**config.mk**
```make
export PLATFORM = sky130hd
export DESIGN_NAME = instruction_fetch_flat
export DESIGN_NICKNAME = d
export VERILOG_FILES = /design/src/rtl/instruction_fetch_if.sv /design/src/rtl/instruction_fetch.sv /design/src/flat_wrapper.sv
export SDC_FILE = /design/constraint.sdc
export NUM_CORES = 1
export LEC_CHECK = 0
export ABC_AREA = 1
export BUFFER_PORTS_ARGS = -buffer_cell sky130_fd_sc_hd__buf_4
export CAP_MARGIN = 5
export CORE_MARGIN = 3
export CORE_UTILIZATION = 30
export CTS_CLUSTER_SIZE = 30
export DETAILED_ROUTE_END_ITERATION = 16
export SYNTH_ARGS = -nofsm -noshare
export SYNTH_HDL_FRONTEND = slang
export SYNTH_SLANG_ARGS = --single-unit
```
**constraint.sdc**
```tcl
create_clock -name clk -period 2.5 [get_ports clk]
set_input_delay 0.75 -clock clk [delete_from_list [all_inputs] [get_ports clk]]
set_output_delay 0.75 -clock clk [all_outputs]
set_load 0.05 [all_outputs]
```
**src/rtl/instruction_fetch_if.sv**
```systemverilog
// instruction_fetch_if: fetch-stage bus (imem handshake, redirect, decode handoff, perf counters)
interface instruction_fetch_if #(parameter int WORD_SIZE = 32);
  logic imem_req, imem_gnt, imem_rvalid, redirect_valid, if_valid, id_ready;
  logic [WORD_SIZE-1:0] imem_addr, imem_rdata, redirect_pc, if_instruction, if_pc, if_pc_plus4;
  logic [31:0] perf_fetch_count, perf_flush_count;
  modport master (
    output imem_req, imem_addr, if_valid, if_instruction, if_pc, if_pc_plus4,
           perf_fetch_count, perf_flush_count,
    input  imem_gnt, imem_rvalid, imem_rdata, redirect_valid, redirect_pc, id_ready
  );
  modport slave (
    input  imem_req, imem_addr, if_valid, if_instruction, if_pc, if_pc_plus4,
           perf_fetch_count, perf_flush_count,
    output imem_gnt, imem_rvalid, imem_rdata, redirect_valid, redirect_pc, id_ready
  );
endinterface

```
**src/rtl/instruction_fetch.sv**
```systemverilog
// instruction_fetch: single-outstanding fetch FSM with redirect/flush; IFETCH_PERF_CNT_EN adds perf counters
module instruction_fetch #(
  parameter int WORD_SIZE = 32,
  parameter logic [WORD_SIZE-1:0] RESET_PC = '0
) (
  input logic clk,
  input logic rst,
  instruction_fetch_if.master bus
);
  typedef enum logic [1:0] {IDLE, REQ, WAIT, HOLD} state_e;
  state_e state_q;
  logic drop_q, if_valid_q, take_d, grant_d;
  logic [WORD_SIZE-1:0] pc_q, pc_plus4_d, redirect_pc_d;
  logic [WORD_SIZE-1:0] if_instruction_q, if_pc_q, if_pc_plus4_q;
  assign pc_plus4_d = pc_q + WORD_SIZE'(4);
  assign redirect_pc_d = bus.redirect_pc & ~WORD_SIZE'(3);
  // a consumed held instruction issues the next request in the same cycle
  assign take_d = (state_q == HOLD) && bus.id_ready;
  assign bus.imem_req = ((state_q == REQ) || take_d) && !bus.redirect_valid;
  assign grant_d = bus.imem_req && bus.imem_gnt;
  assign bus.imem_addr = pc_q;
  assign bus.if_valid = if_valid_q;
  assign bus.if_instruction = if_instruction_q;
  assign bus.if_pc = if_pc_q;
  assign bus.if_pc_plus4 = if_pc_plus4_q;
  always_ff @(posedge clk) begin
    if (rst) begin
      state_q <= IDLE;
      pc_q <= RESET_PC;
      drop_q <= 1'b0;
      if_valid_q <= 1'b0;
      if_instruction_q <= '0;
      if_pc_q <= '0;
      if_pc_plus4_q <= '0;
    end else if (bus.redirect_valid) begin
      pc_q <= redirect_pc_d;
      if_valid_q <= 1'b0;
      drop_q <= (state_q == WAIT) && !bus.imem_rvalid;
      state_q <= ((state_q == WAIT) && !bus.imem_rvalid) ? WAIT : REQ;
    end else begin
      case (state_q)
        IDLE: state_q <= REQ;
        REQ:  state_q <= grant_d ? WAIT : REQ;
        WAIT: if (bus.imem_rvalid) begin
          if (drop_q) begin
            drop_q <= 1'b0;
            state_q <= REQ;
          end else begin
            if_instruction_q <= bus.imem_rdata;
            if_pc_q <= pc_q;
            if_pc_plus4_q <= pc_plus4_d;
            if_valid_q <= 1'b1;
            pc_q <= pc_plus4_d;
            state_q <= HOLD;
          end
        end
        HOLD: if (bus.id_ready) begin
          if_valid_q <= 1'b0;
          state_q <= grant_d ? WAIT : REQ;
        end
      endcase
    end
  end
`ifdef IFETCH_PERF_CNT_EN
  logic [31:0] fetch_cnt_q, flush_cnt_q;
  logic fetch_inc_d, flush_inc_d;
  assign fetch_inc_d = if_valid_q && bus.id_ready && !bus.redirect_valid;
  assign flush_inc_d = (bus.redirect_valid && (state_q == HOLD)) ||
                       ((state_q == WAIT) && bus.imem_rvalid && (drop_q || bus.redirect_valid));
  always_ff @(posedge clk) begin
    if (rst) begin
      fetch_cnt_q <= '0;
      flush_cnt_q <= '0;
    end else begin
      fetch_cnt_q <= fetch_cnt_q + 32'(fetch_inc_d);
      flush_cnt_q <= flush_cnt_q + 32'(flush_inc_d);
    end
  end
  assign bus.perf_fetch_count = fetch_cnt_q;
  assign bus.perf_flush_count = flush_cnt_q;
`else
  assign bus.perf_fetch_count = '0;
  assign bus.perf_flush_count = '0;
`endif
endmodule

```
**src/flat_wrapper.sv**
```systemverilog
// flat-port wrapper written by rule: the top's interface ports become plain ports
module instruction_fetch_flat 
#(
  parameter int WORD_SIZE = 32,
  parameter logic [WORD_SIZE-1:0] RESET_PC = '0
)
  (clk, rst, bus_imem_req, bus_imem_addr, bus_if_valid, bus_if_instruction, bus_if_pc, bus_if_pc_plus4, bus_perf_fetch_count, bus_perf_flush_count, bus_imem_gnt, bus_imem_rvalid, bus_imem_rdata, bus_redirect_valid, bus_redirect_pc, bus_id_ready);
  instruction_fetch_if #(.WORD_SIZE(WORD_SIZE)) bus_i ();
  input logic clk;
  input logic rst;
  output wire logic [$bits(bus_i.imem_req)-1:0] bus_imem_req;
  output wire logic [$bits(bus_i.imem_addr)-1:0] bus_imem_addr;
  output wire logic [$bits(bus_i.if_valid)-1:0] bus_if_valid;
  output wire logic [$bits(bus_i.if_instruction)-1:0] bus_if_instruction;
  output wire logic [$bits(bus_i.if_pc)-1:0] bus_if_pc;
  output wire logic [$bits(bus_i.if_pc_plus4)-1:0] bus_if_pc_plus4;
  output wire logic [$bits(bus_i.perf_fetch_count)-1:0] bus_perf_fetch_count;
  output wire logic [$bits(bus_i.perf_flush_count)-1:0] bus_perf_flush_count;
  input wire logic [$bits(bus_i.imem_gnt)-1:0] bus_imem_gnt;
  input wire logic [$bits(bus_i.imem_rvalid)-1:0] bus_imem_rvalid;
  input wire logic [$bits(bus_i.imem_rdata)-1:0] bus_imem_rdata;
  input wire logic [$bits(bus_i.redirect_valid)-1:0] bus_redirect_valid;
  input wire logic [$bits(bus_i.redirect_pc)-1:0] bus_redirect_pc;
  input wire logic [$bits(bus_i.id_ready)-1:0] bus_id_ready;
  assign bus_imem_req = bus_i.imem_req;
  assign bus_imem_addr = bus_i.imem_addr;
  assign bus_if_valid = bus_i.if_valid;
  assign bus_if_instruction = bus_i.if_instruction;
  assign bus_if_pc = bus_i.if_pc;
  assign bus_if_pc_plus4 = bus_i.if_pc_plus4;
  assign bus_perf_fetch_count = bus_i.perf_fetch_count;
  assign bus_perf_flush_count = bus_i.perf_flush_count;
  assign bus_i.imem_gnt = bus_imem_gnt;
  assign bus_i.imem_rvalid = bus_imem_rvalid;
  assign bus_i.imem_rdata = bus_imem_rdata;
  assign bus_i.redirect_valid = bus_redirect_valid;
  assign bus_i.redirect_pc = bus_redirect_pc;
  assign bus_i.id_ready = bus_id_ready;
  instruction_fetch #(.WORD_SIZE(WORD_SIZE), .RESET_PC(RESET_PC)) u_core (.clk(clk), .rst(rst), .bus(bus_i));
endmodule
```
======== Yosys cells after proc, flatten, opt, wreduce, memory -nomap -nowiden ========
Index checks and enable logic that the tools add are counted.
W data, S select, Z words.
cells by class
  bitwise logic cells ..................... 2
  add/subtract/negate cells ............... 1
  shift operators ......................... 0
  reductions and logical operators ........ 18
  muxes and demuxes ....................... 18
  $mul .................................... 0
  magnitude comparators ................... 0
  eq/ne operators ......................... 9
  div/mod/pow operators ................... 0
operators with widths
  kind                     number
  $mux W32                 4
  $add A32 B3 Y32 const B  1
  $mux W2                  6
  $ne A2 B2 Y1 const B     4
  $pmux W2 S4              1
  $reduce_and A4 Y1        2
  $mux W1                  6
  $ne A3 B3 Y1 const B     2
  $reduce_and A3 Y1        2
  $reduce_bool A2 Y1       3
  $eq A2 B2 Y1 const B     2
  $logic_and A1 B1 Y1      4
  $reduce_and A2 Y1        2
  $eq A2 B1 Y1 const B     1
  $logic_not A1 Y1         2
  $logic_not A2 Y1         1
  $not A1 Y1               2
  $pmux W1 S2              1
  $reduce_or A2 Y1         1
  $logic_or A1 B1 Y1       1
storage, ports and cells
  bits in writable memories ............... 0
  word-level logic and storage cells ...... 56
  input port bits ......................... 70
  output and inout port bits .............. 194
  memories kept ........................... 0
  bits in latches ......................... 0
  ROM bits ................................ 0
  register bits ........................... 132

======== Logic depth before layout (Yosys ltp) ========
Gate-level depths: netlist of the first run.
  depth after elaboration ................. 9
  mapped depth ............................ 12
  depth with buffers taken out ............ 12

======== Worst setup path before layout of the first run ========
Ideal clock, no wire load.
  path type ............................... input -> output
  start point ............................. in bus_redirect_valid
  end point ............................... out bus_imem_req
  path buffers ............................ 1
  data required time ...................... 1.750 ns
  slack ................................... 0.160 ns
  stages .................................. 2
  data arrival time ....................... 1.590 ns
  path through ............................ buf_2 nor2_1
on the way
  word-level cells in the longest chain between the ends .. 2
RTL lines
  item                 RTL line                 text
  start, declared      flat_wrapper.sv:22       input wire logic [$bits(bus_i.redirect_valid)-1:0] bus_redirect_valid;
  $logic_not A1 Y1     instruction_fetch.sv:19  assign bus.imem_req = ((state_q == REQ) || take_d) && !bus.redirect_valid;
  $logic_and A1 B1 Y1  instruction_fetch.sv:19
  end, declared        flat_wrapper.sv:11       output wire logic [$bits(bus_i.imem_req)-1:0] bus_imem_req;
Every way passes these cells.

======== Final worst setup path of the first run ========
  start point ............................. reg u_core.state_q[0]
  end point ............................... out bus_imem_req
on the way
  word-level cells in the longest chain between the ends .. 4
  elaborated cells between the ends (all ways) .. 5
  those cells by class .................... 2 x eq/ne; 3 x reduce/logical
RTL lines
  item                    RTL line                 text
  start, declared         instruction_fetch.sv:11  state_e state_q;
  start signal, assigned  instruction_fetch.sv:39  state_q <= ((state_q == WAIT) && !bus.imem_rvalid) ? WAIT : REQ;
  start signal, assigned  instruction_fetch.sv:43  REQ: state_q <= grant_d ? WAIT : REQ;
  start signal, assigned  instruction_fetch.sv:59  state_q <= grant_d ? WAIT : REQ;
  $eq A2 B2 Y1            instruction_fetch.sv:18  assign take_d = (state_q == HOLD) && bus.id_ready;
  $logic_and A1 B1 Y1     instruction_fetch.sv:18
  $logic_or A1 B1 Y1 *    instruction_fetch.sv:19
  $logic_and A1 B1 Y1 *   instruction_fetch.sv:19
Mark *: on every way between the ends. The rest lies on a longest branch, timed or not.

==> results of run 1 <==
[layer usage]
layer	routed length, um	vias up
met5	0	-
met4	149	0
met3	1450	10
met2	8810	221
met1	8690	2637
li1	-	2887
[registers in the layout, indices dropped and copies added, names as in the netlist]
signal                     cells
u_core.bus.if_instruction     32
u_core.bus.if_pc              30
u_core.bus.if_pc_plus4        30
u_core.bus.if_valid            1
u_core.bus.imem_addr          30
u_core.drop_q                  1
u_core.state_q                 2
[worst reg2reg max path: stages, from the launching register on]
cell	delay, ns
dfxtp_1	0.43
ha_1	0.28
inv_1	0.09
nor2_1	0.20
nand3_1	0.22
o21ai_0	0.21
nand3_1	0.19
a21oi_1	0.18
[cell families after synthesis]
family                     share of synthesized area, %
and+or+nand+nor                                    25.0
buffers and inverters                              16.2
AOI/OAI and AO/OA                                  14.1
adders and majority gates                         0.210
DFF                                                42.3
other                                            0.0629
xor gates and xnor gates                           2.06
[cell usage in the layout, fill, tap and decap left out, types with 3 or more instances in the layout]
cell	count
a22oi_1	22
buf_12	4
clkinvlp_4	4
dfxtp_1	126
nor2_2	7
a21oi_1	46
o21ai_1	9
conb_1	70
clkbuf_16	17
nor2_1	157
inv_1	57
nor2_4	4
nand2_1	177
nand2_2	5
xor2_1	7
clkinv_2	3
xnor2_1	7
a31oi_1	5
o21ai_0	68
nand3_1	19
buf_4	205
[area by class of cell]
class | instances | area [um^2]
fill | 1997 | 11100
multi-input combinational | 612 | 2740
sequential | 126 | 2520
timing repair buffer | 209 | 1620
clock buffer | 20 | 457
tap | 260 | 325
inverter | 60 | 228
clock inverter | 10 | 92.6
[stage by stage]
stage | instance area, um^2 | std cells | util (%)
floorplan | 6220 | 909 | -
global placement | 7430 | 1267 | 38.9
detailed placement | 7430 | 1267 | 38.9
CTS | 7980 | 1297 | 41.8
global route | 7980 | 1297 | 41.8
finish | 7980 | 1297 | 41.8
[worst min path at each step]
stage	to	cells after the start
floorplan	u_core.bus.if_valid$_SDFFE_PP0P_	3
global placement	u_core.bus.if_pc[2]$_SDFFE_PP0P_	2
detailed placement	u_core.bus.if_pc_plus4[5]$_SDFFE_PP0P_	2
CTS	u_core.bus.if_pc_plus4[5]$_SDFFE_PP0P_	2
global route	u_core.bus.if_pc_plus4[12]$_SDFFE_PP0P_	2
finish	u_core.bus.if_pc[2]$_SDFFE_PP0P_	2
[where the power goes]
part | internal [mW] | switching (mW) | total, mW
logic | 0.198 | 0.553 | 0.751
clock network | 1.40 | 0.911 | 2.31
registers | 2.05 | 0.0636 | 2.12
==> run_results.csv, run 1 <==
group,metric,value,unit
cts,cts_max_level,4,
sta,min_period,2.10,ns
setup_path,cp_data_arrival_time,1.35,ns
cts,hold_buffers,0,
global_route,total_congestion_overflow,0,
routing,detail_route.wirelength,19100,um
worst_hold_path,min_path_type,"register to register",
power_and_ir_drop,totalPowerFinal,5.18,mW
sta,final_hold_viol_count,0,
outcome,outcome,"finished clean",
cts,tritoncts_clock_tree,"yes",
setup_path,critical-path-top-delay-family,"flip-flops",
cts,cts_buffers,17,
worst_hold_path,hold_start,"u_core.bus.if_pc[2]$_SDFFE_PP0P_",
setup_path,path_cells,"o21ai_0, nor2_1, buf_4",
cts,clkLatencyLatePin,0.42,ns
sta,final_setup_skew,0.0104,ns
synthesis,count_of_mapped_cells_out_of_synthesis,840,
sta,final.setup.tns,0,ns
setup_path,worst-path-stages,3,
synthesis,post-synth-top-area-fraction,42.3,%
setup_path,critical_path_fanouts_max,5,
global_route,grt_pass1_vias,5203,
setup_path,startpoint,"u_core.state_q[0]$_SDFFE_PP0P_",
cts,clkTransAtPathRegs,0.06,ns
sta,finalSetupViolCount,0,
synthesis,number_of_enable_type_register_cells_in_the_synthesized_netlist,0,
global_route,track_usage,17.0,%
setup_path,setup.worst_path.start_class,"register",
synthesis,synth_seq_area_share,42.3,%
synthesis,async_set_reset_flop_share_out_of_synthesis,0,%
synthesis,synth.top_cells.by_area,"dfxtp_1 42%, nand2_1 11%, nor2_1 10%",
floorplanning,design.core.area,19100,um^2
global_route,met1_usage,22.6,%
floorplanning,dieHeight,147,um
setup_path,worst_path_max_delay_cell,"dfxtp_1",
routing,vias_after_detailed_routing,5755,
setup_path,timing.critical_path.slowest_cell_delay,0.45,ns
setup_path,worst_r2r_endpoint,"u_core.bus.imem_addr[20]$_SDFFE_PP0P_",
final_layout,fin_nets,1097,
global_route,grt_use_met2,27.0,%
synthesis,synth_area_leader_cell,"dfxtp_1",
cts,cts_resized,0,
floorplanning,dieWidth,147,um
routing,routed_via_density,4.44,
setup_path,setup.worst_path.end_class,"output pin",
floorplanning,floorplan.rows,50,
setup_path,r2r-start,"u_core.bus.imem_addr[3]$_SDFFE_PP0P_",
place,detailedPlace.worstSlack,0.362,ns
sta,max_transition_margin,62.7,%
synthesis,ys.warnings.count,0,
sta,achievable-frequency,476,MHz
cts,postCtsSetupBuffers,0,
final_layout,antenna_cells_inserted,0,
global_route,grt_max_degree,57,
routing,drtPass1Iterations,5,
final_layout,drive_above_1_share,24.9,%
global_route,grt.busiest_layer,"met2",
sta,slew_worst_pin,0.559,ns
cts,clock_tree.root_cell,"clkbuf_16",
synthesis,post_synth_num_cell_types,29,
global_route,grt_use_met3,5.83,%
setup_path,endpoint,"bus_imem_req",
setup_path,reg2reg_setup_slack,0.66,ns
place,gp_congestion,0.876,
final_layout,area_growth,33.9,%
sta,max_slew_violations,0,
global_route,grt_antenna_before_repair,0,
cts,numClockSinks,126,
floorplanning,initial_core_util,31.2,%
floorplanning,io_pins,264,
synthesis,synth.avg_cell_area,7.09,um^2
sta,rsz_0062_raised_after_global_routing,"false",
floorplanning,floorplan.die_area,21600,um^2
cts,cts.path.max_buffers,2,
power_and_ir_drop,cellPowerDensity,650,nW/um^2
global_route,wire_length_of_the_first_global_routing_pass,29000,um
setup_path,required,1.75,ns
setup_path,wp_buf_inv,1,
setup_path,path_class,"register to output pin",
sta,fin_crit_sh,84.1,%
synthesis,postSynthRegisterBits,126,
routing,drc,0,
sta,post-route-worst-setup-slack,0.397,ns
routing,drtAntennaViolNets,0,
synthesis,syn_area,5960,um^2
place,port_buffer_count,191,
run,number_of_violations_of_the_max_capacitance_limit,0,
sta,hold_slack,0.463,ns
routing,wire_per_inst,14.7,um
synthesis,synth_common_cells,"177 x nand2_1, 158 x nor2_1, 126 x dfxtp_1",
synthesis,synth_flop_cell,"dfxtp_1",
setup_path,worstRegToRegCells,7,
place,detailed_place_hpwl,14000,um
power_and_ir_drop,power.ir.vdd_worst,0.452,mV
synthesis,yosys.cell_count.top_type,"nand2_1",
power_and_ir_drop,power.leakage,3.72,nW
routing,detail_route.iter0.violations,303,
(Power assumes the default switching activity.)
==> inputs of run 2 (changes only) <==
Clock period 2.5 ns to 1.8 ns, I/O delays scaled along.
==> run_results.csv, run 2 (synthesis results as in run 1) <==
group,metric,value,unit
worst_hold_path,min_path_type,"input port to register",
setup_path,setup.worst_path.end_class,"output pin",
routing,drc,0,
place,detailed_place_hpwl,14000,um
floorplanning,floorplan.rows,50,
floorplanning,initial_core_util,31.2,%
setup_path,worst_path_max_delay_cell,"dfxtp_1",
place,gp_congestion,0.842,
run,number_of_violations_of_the_max_capacitance_limit,0,
routing,detail_route.iter0.violations,213,
cts,numClockSinks,126,
cts,cts.path.max_buffers,2,
sta,final_setup_skew,0.00780,ns
routing,drtPass1Iterations,5,
routing,drtAntennaViolNets,0,
cts,tritoncts_clock_tree,"yes",
sta,fin_crit_sh,96.3,%
setup_path,critical_path_fanouts_max,4,
floorplanning,io_pins,264,
floorplanning,dieWidth,147,um
outcome,outcome,"finished clean",
setup_path,path_cells,"buf_4, buf_4",
cts,cts_buffers,17,
final_layout,final-instance-count-excl-fill,1320,
power_and_ir_drop,cellPowerDensity,965,nW/um^2
cts,clkLatencyLatePin,0.41,ns
floorplanning,dieHeight,147,um
setup_path,wp_buf_inv,2,
global_route,total_congestion_overflow,0,
final_layout,largest_register_ff_count,32,
sta,rsz_0062_raised_after_global_routing,"false",
power_and_ir_drop,totalPowerFinal,8.06,mW
floorplanning,floorplan.die_area,21600,um^2
place,post-place-cells,1287,
final_layout,fin_area,8360,um^2
final_layout,drive_above_1_share,27.6,%
place,port_buffer_count,191,
cts,cts_max_level,4,
final_layout,mostFrequentLayoutCells,"222 x buf_4, 177 x nand2_1, 155 x nor2_1",
power_and_ir_drop,power.leakage,3.92,nW
global_route,track_usage,17.3,%
setup_path,timing.critical_path.slowest_cell_delay,0.42,ns
routing,detail_route.wirelength,19200,um
sta,final_hold_viol_count,0,
sta,achievable-frequency,577,MHz
global_route,grt_pass1_vias,5332,
cts,clkTransAtPathRegs,0.05,ns
sta,min_period,1.73,ns
final_layout,final_core_utilization,43.8,%
global_route,grt_max_degree,59,
global_route,grt_antenna_before_repair,0,
cts,clock_tree.root_cell,"clkbuf_16",
sta,final.setup.tns,0,ns
setup_path,cp_data_arrival_time,1.19,ns
routing,vias_after_detailed_routing,5760,
setup_path,critical-path-top-delay-family,"flip-flops",
setup_path,required,1.26,ns
final_layout,most_frequent_standard_cell_in_the_layout_excluding_fill_and_tap_cells,"buf_4",
sta,finalSetupViolCount,0,
final_layout,fin_nets,1118,
final_layout,antenna_cells_inserted,0,
setup_path,cell_seen_most_often_among_critical_path_stages,"buf_4",
global_route,wire_length_of_the_first_global_routing_pass,29500,um
routing,wire_per_inst,14.6,um
place,postPlaceCellArea,7630,um^2
routing,routed_via_density,4.36,
setup_path,path_class,"register to output pin",
sta,max_slew_violations,0,
floorplanning,design.core.area,19100,um^2
power_and_ir_drop,power.ir.vdd_worst,0.618,mV
setup_path,setup.worst_path.start_class,"register",
final_layout,area_growth,40.2,%
==> run 2: cell types whose count changed in the layout (fill, tap and decap cells not counted), moves of 3 or more <==
cell	change
buf_12	+4
clkinv_2	-3
buf_4	+17
dfxtp_1	-8
bufinv_16	+5
dfxtp_2	+8
==> run 2: per-layer routing <==
metal | GRT usage [%] | part of all wire (%) | wire, um
met1 | 22.8 | 46 | 8880
met2 | 27.4 | 45 | 8600
met3 | 5.55 | 8.0 | 1540
met4 | 4.61 | 1.0 | 192
met5 | 0 | 0 | 0
==> run 2: worst register-to-register path, stage by stage (launching register included) <==
cell     delay, ns
dfxtp_1       0.42
nand2_1       0.12
nor2_2        0.15
nand2_2       0.14
nor2_4        0.23
buf_4         0.15
xor2_1        0.14
nand2_1       0.09
nand2_1       0.06
nand2_1       0.04
inv_1         0.06
==> run 2: repair_timing <==
item | CTS | global route
hold buffers | 0 | 0
setup endpoints to repair | 4 | 30
buffers inserted | 0 | 1
pin swaps | 0 | 1
resized for setup | 6 | 6
==> run 2: metrics by stage <==
stage,hold WS (ns),setup slack (ns)
after floorplan,0.548,0.0618
after global placement,0.454,0.0483
after detailed placement,0.456,0.0214
after CTS,0.351,0.0171
after global routing,0.360,0.00328
final,0.371,0.0675
==> run 2: worst paths after layout <==
kind	startpoint	to	slack [ns]	cells after the start
worst max-delay path	u_core.bus.imem_addr[8]$_SDFFE_PP0P_	bus_imem_addr[8]	0.07	2
worst max register to register	u_core.bus.imem_addr[8]$_SDFFE_PP0P_	u_core.bus.if_pc_plus4[11]$_SDFFE_PP0P_	0.15	10
worst min register to register	u_core.bus.if_pc_plus4[12]$_SDFFE_PP0P_	u_core.bus.if_pc_plus4[12]$_SDFFE_PP0P_	0.46	2
worst min-delay path	bus_imem_rdata[16]	u_core.bus.if_instruction[16]$_SDFFE_PP0P_	0.37	3
==> run 2: final cells by class <==
type	count	area (um^2)
sequential	126	2530
clock inverter	9	204
timing repair buffer	230	1830
inverter	60	230
fill	2018	10700
clock buffer	23	488
multi-input combinational	612	2750
tap	260	325
==> run 2: report_power, final <==
| part | internal, mW | switching, mW | total (mW) |
|---|---|---|---|
| clock network | 2.75 | 1.28 | 4.03 |
| logic | 0.309 | 0.801 | 1.11 |
| registers | 2.85 | 0.0639 | 2.92 |
| total | 5.91 | 2.15 | 8.06 |
==> inputs of run 3 (changes only) <==
Settings changed: REMOVE_ABC_BUFFERS set to 1.
==> run_results.csv, run 3 (synthesis results as in run 1) <==
group,metric,value,unit
power_and_ir_drop,power.leakage,3.87,nW
global_route,track_usage,17.1,%
run,number_of_violations_of_the_max_capacitance_limit,0,
cts,hold_buffers,0,
cts,cts.path.max_buffers,2,
setup_path,worst_path_max_delay_cell,"dfxtp_2",
place,port_buffer_count,191,
routing,drtPass1Iterations,4,
sta,min_period,1.76,ns
cts,clkTransAtPathRegs,0.06,ns
final_layout,most_frequent_standard_cell_in_the_layout_excluding_fill_and_tap_cells,"buf_4",
setup_path,wp_buf_inv,2,
final_layout,largest_register_ff_count,32,
setup_path,timing.critical_path.slowest_cell_delay,0.32,ns
sta,final.setup.tns,0,ns
cts,numClockSinks,126,
final_layout,final_core_utilization,43.0,%
sta,finalSetupViolCount,0,
sta,final_hold_viol_count,0,
global_route,grt_pass1_vias,5472,
cts,tritoncts_clock_tree,"yes",
floorplanning,io_pins,264,
floorplanning,initial_core_util,31.2,%
setup_path,worst_r2r_endpoint,"u_core.bus.if_pc_plus4[22]$_SDFFE_PP0P_",
cts,clock_tree.root_cell,"clkbuf_16",
routing,routed_via_density,4.33,
routing,drc,0,
final_layout,drive_above_1_share,27.3,%
sta,rsz_0062_raised_after_global_routing,"true",
worst_hold_path,min_delay_path_depth,3,
final_layout,mostFrequentLayoutCells,"223 x buf_4, 177 x nand2_1, 157 x nor2_1",
setup_path,cp_data_arrival_time,1.22,ns
routing,wire_per_inst,14.1,um
place,detailedPlace.worstSlack,0.0904,ns
global_route,total_congestion_overflow,0,
setup_path,setup.worst_path.start_class,"register",
floorplanning,dieWidth,147,um
global_route,wire_length_of_the_first_global_routing_pass,29200,um
setup_path,r2r-start,"u_core.bus.imem_addr[2]$_SDFFE_PP0P_",
outcome,outcome,"finished clean",
setup_path,worstRegToRegCells,12,
setup_path,path_cells,"inv_2, o21ai_1, nor2_1, buf_6",
setup_path,setup.worst_path.end_class,"output pin",
cts,clkLatencyLatePin,0.43,ns
worst_hold_path,hold_start,"bus_imem_rdata[13]",
setup_path,critical-path-top-delay-family,"flip-flops",
final_layout,fin_nets,1118,
routing,drtAntennaViolNets,0,
sta,fin_crit_sh,97.9,%
setup_path,critical_path_fanouts_max,2,
routing,vias_after_detailed_routing,5710,
power_and_ir_drop,power.ir.vdd_worst,0.574,mV
sta,final_setup_skew,0.0169,ns
sta,achievable-frequency,568,MHz
setup_path,reg2reg_setup_slack,0.17,ns
worst_hold_path,min_path_type,"input port to register",
floorplanning,floorplan.rows,50,
sta,post-route-worst-setup-slack,0.0379,ns
final_layout,antenna_cells_inserted,0,
global_route,grt_max_degree,63,
floorplanning,floorplan.die_area,21600,um^2
final_layout,area_growth,37.8,%
place,gp_congestion,0.834,
place,detailed_place_hpwl,13600,um
cts,cts_max_level,4,
floorplanning,dieHeight,147,um
setup_path,path_class,"register to output pin",
worst_hold_path,hold_path_end,"u_core.bus.if_instruction[13]$_SDFFE_PP0P_",
global_route,grt_antenna_before_repair,0,
sta,max_slew_violations,0,
cts,cts_buffers,17,
routing,detail_route.wirelength,18600,um
setup_path,required,1.26,ns
power_and_ir_drop,cellPowerDensity,904,nW/um^2
floorplanning,design.core.area,19100,um^2
routing,detail_route.iter0.violations,266,
run 3: cell types whose count changed in the layout (fill, tap and decap cells not counted), moves of 3 or more:
cell | previous run | this run
bufinv_16 | 6 | 2
dfxtp_2 | 8 | 5
clkinv_2 | 0 | 5
clkbuf_8 | 4 | 1
run 3: worst max path at each step:
stage	from	to	slack (ns)	depth (start not counted)
2_1_floorplan	bus_imem_rvalid	u_core.bus.imem_addr[2]$_SDFFE_PP0P_	-0.62	7
3_3_place_gp	bus_imem_rvalid	u_core.bus.if_pc_plus4[20]$_SDFFE_PP0P_	0.13	10
3_5_place_dp	bus_imem_rvalid	u_core.bus.imem_addr[20]$_SDFFE_PP0P_	0.09	8
4_1_cts	u_core.bus.imem_addr[4]$_SDFFE_PP0P_	bus_imem_addr[4]	0.0006	2
5_1_grt	u_core.bus.imem_addr[2]$_SDFFE_PP0P_	u_core.bus.if_pc_plus4[22]$_SDFFE_PP0P_	-0.03	12
6_report	u_core.state_q[1]$_SDFFE_PP0P_	bus_imem_req	0.04	4
run 3: power by group:
part / internal, mW / switching, mW / total [mW]
Combinational: 0.311 / 0.799 / 1.11
Clock: 2.07 / 1.32 / 3.39
Sequential: 2.85 / 0.0603 / 2.91
run 3: final cells by class:
cell class | instances | area [um^2]
Clock buffer | 18 | 439
Clock inverter | 14 | 143
Sequential cell | 126 | 2530
Multi-Input combinational cell | 612 | 2740
Inverter | 60 | 228
Timing Repair Buffer | 230 | 1810
Fill cell | 2008 | 10900
Tap cell | 260 | 325
run 3: per-layer routing:
| metal | part of all wire [%] | wire (um) | GRT usage, % | vias to the layer above |
|---|---|---|---|---|
| li1 | - | - | - | 2938 |
| met1 | 44 | 8250 | 22.0 | 2544 |
| met2 | 47 | 8650 | 27.6 | 208 |
| met3 | 7.2 | 1340 | 4.97 | 20 |
| met4 | 1.9 | 352 | 5.59 | 0 |
| met5 | 0 | 0 | 0 | - |
run 3: timing repair:
item | in CTS | in global routing
pin swaps | 0 | 1
resized for setup | 2 | 8
endpoints found under the setup margin | 1 | 8
buffers inserted | 0 | 2
run 3: worst register-to-register path, stage by stage (launching register included):
cell and delay, ns:
dfxtp_1 0.35, ha_2 0.24, inv_1 0.07, nor2_1 0.17, nand2_2 0.16, nor2_4 0.15, nand2_1 0.06, nand2_1 0.05
nand2_1 0.05, nand2_1 0.08, nand2_1 0.06, nand2_1 0.06, inv_1 0.04
run 3: per-stage QoR:
stage	total power [mW]	std cells	hold WS [ns]	area, um^2
finish	7.42	1320	0.359	8210
global route	7.75	1320	0.357	8210
CTS	7.53	1318	0.331	8180
floorplan	3.68	798	0.548	5480
global placement	4.07	1286	0.454	7600
detailed placement	4.08	1286	0.457	7600
